`src/rtl/imem_loader.sv`:
```
// Boot-time program loader for the single-cycle MIPS core: assembles a byte stream into
// big-endian instruction words, verifies an XOR checksum, then releases the core's PC reset.
module imem_loader #(
  parameter int ADDR_WIDTH = 8,
  parameter int DATA_WIDTH = 32
) (
  input  logic                  i_clk,
  input  logic                  i_rst,
  input  logic                  i_valid,
  input  logic [7:0]            i_byte,
  output logic                  o_ready,
  input  logic                  i_reload,
  output logic                  o_we,
  output logic [ADDR_WIDTH-1:0] o_waddr,
  output logic [DATA_WIDTH-1:0] o_wdata,
  output logic                  o_cpu_rst_n,
  output logic                  o_done,
  output logic                  o_err
);

  typedef enum logic [2:0] {
    S_CNT_HI = 3'd0,
    S_CNT_LO = 3'd1,
    S_DATA   = 3'd2,
    S_CHK    = 3'd3,
    S_DONE   = 3'd4,
    S_ERR    = 3'd5
  } state_t;

  localparam logic [16:0] CAPACITY = 17'd1 << ADDR_WIDTH;

  function automatic logic [7:0] csum_step(input logic [7:0] acc, input logic [7:0] b);
    return acc ^ b;
  endfunction

  state_t                state_q;
  logic [15:0]           cnt_q;
  logic [15:0]           word_q;
  logic [7:0]            csum_q;
  logic [1:0]            bidx_q;
  logic [23:0]           shift_q;
  logic                  we_q;
  logic [ADDR_WIDTH-1:0] waddr_q;
  logic [DATA_WIDTH-1:0] wdata_q;
  logic                  cpu_rst_n_q;
  logic                  done_q;
  logic                  err_q;

  logic                  accept;
  logic [15:0]           n_hdr;

  // Ready is a pure decode of the state register, so it never depends on inputs.
  assign o_ready = (state_q == S_CNT_HI) || (state_q == S_CNT_LO) ||
                   (state_q == S_DATA)   || (state_q == S_CHK);
  assign accept  = i_valid && o_ready;
  assign n_hdr   = {cnt_q[15:8], i_byte};

  assign o_we        = we_q;
  assign o_waddr     = waddr_q;
  assign o_wdata     = wdata_q;
  assign o_cpu_rst_n = cpu_rst_n_q;
  assign o_done      = done_q;
  assign o_err       = err_q;

  // Frame parser FSM with registered write port and status outputs.
  always_ff @(posedge i_clk) begin
    if (i_rst) begin
      state_q     <= S_CNT_HI;
      cnt_q       <= 16'd0;
      word_q      <= 16'd0;
      csum_q      <= 8'd0;
      bidx_q      <= 2'd0;
      shift_q     <= 24'd0;
      we_q        <= 1'b0;
      waddr_q     <= '0;
      wdata_q     <= '0;
      cpu_rst_n_q <= 1'b0;
      done_q      <= 1'b0;
      err_q       <= 1'b0;
    end else begin
      we_q <= 1'b0;
      case (state_q)
        S_CNT_HI: begin
          if (accept) begin
            cnt_q[15:8] <= i_byte;
            csum_q      <= csum_step(csum_q, i_byte);
            state_q     <= S_CNT_LO;
          end
        end
        S_CNT_LO: begin
          if (accept) begin
            cnt_q  <= n_hdr;
            csum_q <= csum_step(csum_q, i_byte);
            if (n_hdr == 16'd0) begin
              state_q <= S_CHK;
            end else if ({1'b0, n_hdr} > CAPACITY) begin
              state_q <= S_ERR;
              err_q   <= 1'b1;
            end else begin
              state_q <= S_DATA;
            end
          end
        end
        S_DATA: begin
          if (accept) begin
            csum_q <= csum_step(csum_q, i_byte);
            bidx_q <= bidx_q + 2'd1;
            if (bidx_q == 2'd3) begin
              we_q    <= 1'b1;
              waddr_q <= word_q[ADDR_WIDTH-1:0];
              wdata_q <= {shift_q, i_byte};
              word_q  <= word_q + 16'd1;
              if ((word_q + 16'd1) == cnt_q) begin
                state_q <= S_CHK;
              end
            end else begin
              shift_q <= {shift_q[15:0], i_byte};
            end
          end
        end
        S_CHK: begin
          // A correct checksum byte makes the running XOR collapse to zero.
          if (accept) begin
            if (csum_step(csum_q, i_byte) == 8'd0) begin
              state_q     <= S_DONE;
              done_q      <= 1'b1;
              cpu_rst_n_q <= 1'b1;
            end else begin
              state_q <= S_ERR;
              err_q   <= 1'b1;
            end
          end
        end
        S_DONE, S_ERR: begin
          if (i_reload) begin
            state_q     <= S_CNT_HI;
            cnt_q       <= 16'd0;
            word_q      <= 16'd0;
            csum_q      <= 8'd0;
            bidx_q      <= 2'd0;
            shift_q     <= 24'd0;
            cpu_rst_n_q <= 1'b0;
            done_q      <= 1'b0;
            err_q       <= 1'b0;
          end
        end
        default: begin
          state_q <= S_CNT_HI;
        end
      endcase
    end
  end

endmodule

```
`config.mk`:
```
export PLATFORM = sky130hd
export DESIGN_NAME = imem_loader
export DESIGN_NICKNAME = d
export VERILOG_FILES = /design/src/rtl/imem_loader.sv
export SDC_FILE = /design/constraint.sdc
export NUM_CORES = 1
export LEC_CHECK = 0
export ABC_AREA = 1
export BUFFER_PORTS_ARGS = -buffer_cell sky130_fd_sc_hd__buf_2
export CORE_ASPECT_RATIO = 0.9
export CORE_MARGIN = 8
export CORE_UTILIZATION = 58
export CTS_CLUSTER_SIZE = 25
export DETAILED_ROUTE_END_ITERATION = 7
export PLACE_DENSITY = 0.88
export SLEW_MARGIN = 40
export SYNTH_ARGS = -nofsm -noshare
export SYNTH_HDL_FRONTEND = slang
export SYNTH_SLANG_ARGS = --single-unit
```
`constraint.sdc`:
```
create_clock -name i_clk -period 2.4 [get_ports i_clk]
set_clock_uncertainty 0.1 [all_clocks]
set_input_delay 0 -clock i_clk [delete_from_list [all_inputs] [get_ports i_clk]]
set_output_delay 0 -clock i_clk [all_outputs]
set_load 0.01 [all_outputs]
```
# Yosys cells after proc, flatten, opt, wreduce, memory -nomap -nowiden
# Index checks and enable logic that the tools add are counted.
[word_totals]
reg_bits = 112
input_bits = 12
out_inout_bits = 45
word_cells = 105
[op_classes]
addsub = 2
magnitude_cmp = 1
n_eq_ne = 20
n_mux = 40
bitwise_logic = 4
reduce_logical = 26
[op_table]
columns = ["op", "n"]
rows = [
  ["24-bit two-way mux", 3],
  ["16-bit two-way mux", 3],
  ["24-bit case mux with 2 select lines", 1],
  ["8-bit two-way mux", 4],
  ["16-bit case mux with 2 select lines", 1],
  ["8-bit case mux with 2 select lines", 2],
  ["3-bit two-way mux", 9],
  ["8-bit case mux with 3 select lines", 1],
  ["16-bit by 1-bit adder with 16-bit output (second input constant)", 1],
  ["16-bit equality test", 1],
  ["16-bit by 9-bit greater-than comparator with 1-bit output (second input constant)", 1],
  ["16-bit zero test", 1],
  ["2-bit inequality test (second input constant)", 8],
  ["4-bit AND reduction", 4],
  ["3-bit case mux with 5 select lines", 1],
  ["7-bit AND reduction", 2],
  ["3-bit AND reduction", 4],
  ["1-bit two-way mux", 10],
  ["2-bit by 1-bit inequality test with 1-bit output (second input constant)", 5],
  ["2-bit nonzero test", 5],
  ["8-bit zero test", 1],
  ["8-bit bitwise XOR", 1],
  ["3-bit by 2-bit equality test with 1-bit output (second input constant)", 2],
  ["3-bit equality test (second input constant)", 2],
  ["other kinds (14)", 20],
]

# Logic depth before layout (Yosys ltp)
[depth]
depth_word = 7
mapped_depth = 17
depth_no_buf = 16

# Least setup slack after synthesis
# No wires, ideal clock.
[synth_path]
path_kind = "register to register"
start = "register word_q[1]"
end = "register state_q[0]"
setup_time_ns = 0.115
arrival_ns = 1.634
setup_slack_ns = 0.551
path_stages_with_launch = 18
n_path_buf = 1
period_less_slack_ns = 1.849
cell_sequence = "dfxtp_1 -> ha_1 -> nand2_2 -> nor2_2 -> buf_6 -> nand2_1 -> nand3_1 -> nand2_1 -> clkinv_1 -> nand2_1 -> nor2_1 -> nand3_1 -> nor2_1 -> nand2_1 -> nand2_2 -> nand3_1 -> nand2_1 -> nor2_1"
[synth_between]
elab_chain_cells = 4
[synth_rtl]
columns = ["element", "line_no", "source"]
rows = [
  ["start: declaration", "38", "logic [15:0] word_q;"],
  ["start signal: assignment", "112", "word_q <= word_q + 16'd1;"],
  ["16-bit by 1-bit adder with 16-bit output", "113", "if ((word_q + 16'd1) == cnt_q) begin"],
  ["16-bit equality test", "113", ""],
  ["2-bit by 1-bit inequality test with 1-bit output (no source line)", "--", ""],
  ["7-bit AND reduction (no source line)", "--", ""],
  ["end signal: assignment", "114", "state_q <= S_CHK;"],
  ["end signal: assignment", "125", "state_q <= S_DONE;"],
  ["end signal: assignment", "129", "state_q <= S_ERR;"],
  ["end: declaration", "36", "state_t state_q;"],
]
# No other way between the ends.
# A chain may end at the register's enable or synchronous reset.

# Worst setup path after layout
# Ends and elaborated chain as after synthesis.

==> run metrics <==
vias in the first global route=4570; post-CTS setup buffer count=0; CP most frequent cell=nand2_1; routed length per instance=14.4 microns; Netlist cell types=40; worst-path fanout max=11; slew margin rel.=0.635; crit-path max cell delay=430 ps; number of port buffers=56; Syn Inst Count=717; number of buffers created by CTS=9; area grow syn2layout=11.3%; DR vias/cell=5.52; Worst EP arrival=2400 ps; initial antenna violation count=0; FF-to-FF End=state_q[0]$_SDFFE_PP0P_; GP Congestion=0.880; r2r startpoint=word_q[1]$_SDFFE_PP0P_; 1st-iter DRT viols=427; Pre-antenna DRT Iters=5; Critical Path RT=2580 ps; min cycle time layout=2220 ps; sequential share of the synthesized area=0.431; ant diodes=0; Multi-input gate area=2360 sq um; worst vdd ir=0.000573 V; CTS sink count=112; routed vias=4916; CTS tree=yes; met2 Use GR=0.344; CP startpoint=word_q[1]$_SDFFE_PP0P_; initial core utilization=0.602; first-pass GRT wire length=21400 microns; Total GRT Usage=0.212; Storage cell area=2240 sq um; Pleak=2.42 nW; grt peak-use layer=met2; Ports=57; Mapped Area=5210 sq um; Core Area=8650 sq um; Remaining DRCs=0; most common cell after layout, fill and taps aside=dfxtp_1; final hold vios=0; number of max-cap violations=0; most frequent cells in the layout=dfxtp_1, nand2_1, inv_1; CP startpoint kind=flip-flop; placement row count=32; fraction of layout cells with a size suffix above 1=0.143; Synth Net Count=731; PwrDens=819 nW/um^2; R2R Setup Slk=180 ps; max-slew violations=0; grt total ovfl=0; wirelength, routed=12800 microns; Yosys warnings=0; largest net degree at the start of global routing=62; GR Util met3=0.0473; Root Buffer Master=clkbuf_8; Worst R2R Path Depth=16; min-delay worst type=in -> reg; Die W=116 microns; Syn Area/Cell=7.26 sq um; post-DP HPWL=8890 microns; Crit Path Class=reg -> reg; Final setup viols=0; Worst path slowest cell=dfxtp_1; Yosys reg bits=112; status=finished clean; Layout fillers=709; Worst-Skew Late Latency=380 ps; nets@finish=780; worst path cell trace=ha_1 -> nand2_2 -> nor2_4 -> nand2_1 -> nand3_1 -> nand2_1 -> clkinv_1 -> nand2_1 -> nor2_1 -> nand3_1 -> nor2_1 -> nand2_1 -> nand2_2 -> nand3_1 -> nand2_1 -> nor2_1; die area=12300 sq um; fmax=0.450 GHz; Routed Antenna Nets=0; die height=106 microns; Period Utilization, post-route=0.927; Setup crit end=state_q[0]$_SDFFE_PP0P_; met1 Use GR=0.275; Critical Path Sink Type=flip-flop; H-tree levels=3; Slew @ Worst Pin=547 ps; clock-pin transition on the worst setup and hold timing paths=110 ps; setup TNS=0 ps; Clock Tree Buf Depth=2; final hold slack=28.8 ps
==> layout make-up <==
type	instances	area share
inverter	111	0.0726
clock buffer	9	0.0214
timing repair buffer	72	0.0751
multi-input combinational	460	0.407
tap	119	0.0257
sequential	112	0.387
clock inverter	7	0.0110
==> registers in the layout, summed over array words and instances (netlist names) <==
register and flops:
csum_q 8, cnt_q 16, o_wdata 32, shift_q 24
word_q 16, state_q 3, bidx_q 2, o_done 1
o_err 1, o_waddr 8, o_we 1
==> power breakdown <==
part           internal, mW  total, mW  leakage (nW)  switching (mW)
combinational         0.486       1.43          1.42           0.947
sequential             2.08       2.23         0.909           0.148
clock                 0.398       1.08        0.0934           0.686
total                  2.97       4.75          2.42            1.78
==> metrics by stage <==
| step | utilization | area (sq um) | cells | power (mW) | setup WS (ps) |
|---|---|---|---|---|---|
| 2_1_floorplan | - | 5210 | 717 | 3.40 | 551 |
| 3_3_place_gp | 0.636 | 5500 | 865 | 3.59 | 268 |
| 3_5_place_dp | 0.636 | 5500 | 865 | 3.64 | 169 |
| 6_report | 0.670 | 5790 | 890 | 4.75 | 176 |
| 5_1_grt | 0.670 | 5790 | 890 | 5.01 | -0.980 |
| 4_1_cts | 0.668 | 5780 | 890 | 4.72 | 132 |
==> layer usage <==
metal / part of all wire / up-vias
met4: 0.012 / 0
met1: 0.44 / 2278
met2: 0.47 / 191
met5: 0 / -
met3: 0.075 / 18
li1: - / 2429
==> synth_stat cells (all sizes together) <==
cell    count  area share
a21o        1      0.0014
a21oi      86       0.085
a221oi      1      0.0017
buf        18       0.027
clkbuf     16       0.012
clkinv      3      0.0024
dfxtp     112        0.43
ha          2      0.0048
inv       108       0.078
nand2     114       0.087
nand3      50       0.050
nand3b      9       0.013
nand4      12       0.014
nor2       78       0.068
nor3        3      0.0038
nor4        2      0.0036
o211a       1      0.0019
o211ai      1      0.0014
o21ai      65       0.063
o22ai      24       0.029
o31ai       1      0.0014
xnor2       2      0.0034
xnor3       1      0.0043
xor2        7       0.012
==> worst min path at each step <==
stage / startpoint / endpoint / slack, ps / depth (start not counted)
4_1_cts: i_valid / bidx_q[1]$_SDFFE_PP0P_ / 7 / 6
3_3_place_gp: i_byte[5] / csum_q[5]$_SDFFE_PP0P_ / 250 / 4
6_report: i_valid / bidx_q[1]$_SDFFE_PP0P_ / 30 / 6
5_1_grt: i_rst / state_q[2]$_SDFFE_PP0P_ / 40 / 5
3_5_place_dp: i_byte[3] / o_wdata[3]$_SDFFE_PP0P_ / 260 / 3
2_1_floorplan: i_byte[3] / o_wdata[3]$_SDFFE_PP0P_ / 80 / 2
==> worst max-delay path, delay by kind of cell (launching register included) <==
kind	cells	cell delay [ps]
adders and majority gates	1	290
buffers and inverters	1	40
DFF	1	430
and+or+nand+nor	14	1270
==> cell families (layout without fill, tap and decap cells) <==
logic type      after synthesis  in the layout  share of synthesized area
simple gates                268            268                      0.241
buf+inv                     145            199                      0.119
flops                       112            112                      0.431
compound gates              180            180                      0.185
fa+ha+maj                     2              2                    0.00481
xor+xnor                     10             10                     0.0195
==> repair_timing <==
| action | CTS | global route |
|---|---|---|
| hold buffers | 9 | 0 |
| setup endpoints to repair | 0 | 4 |
| endpoints found under the hold margin | 19 | 0 |
| gates resized for setup | 0 | 5 |
Note: power is estimated with default switching activity, not from simulation.
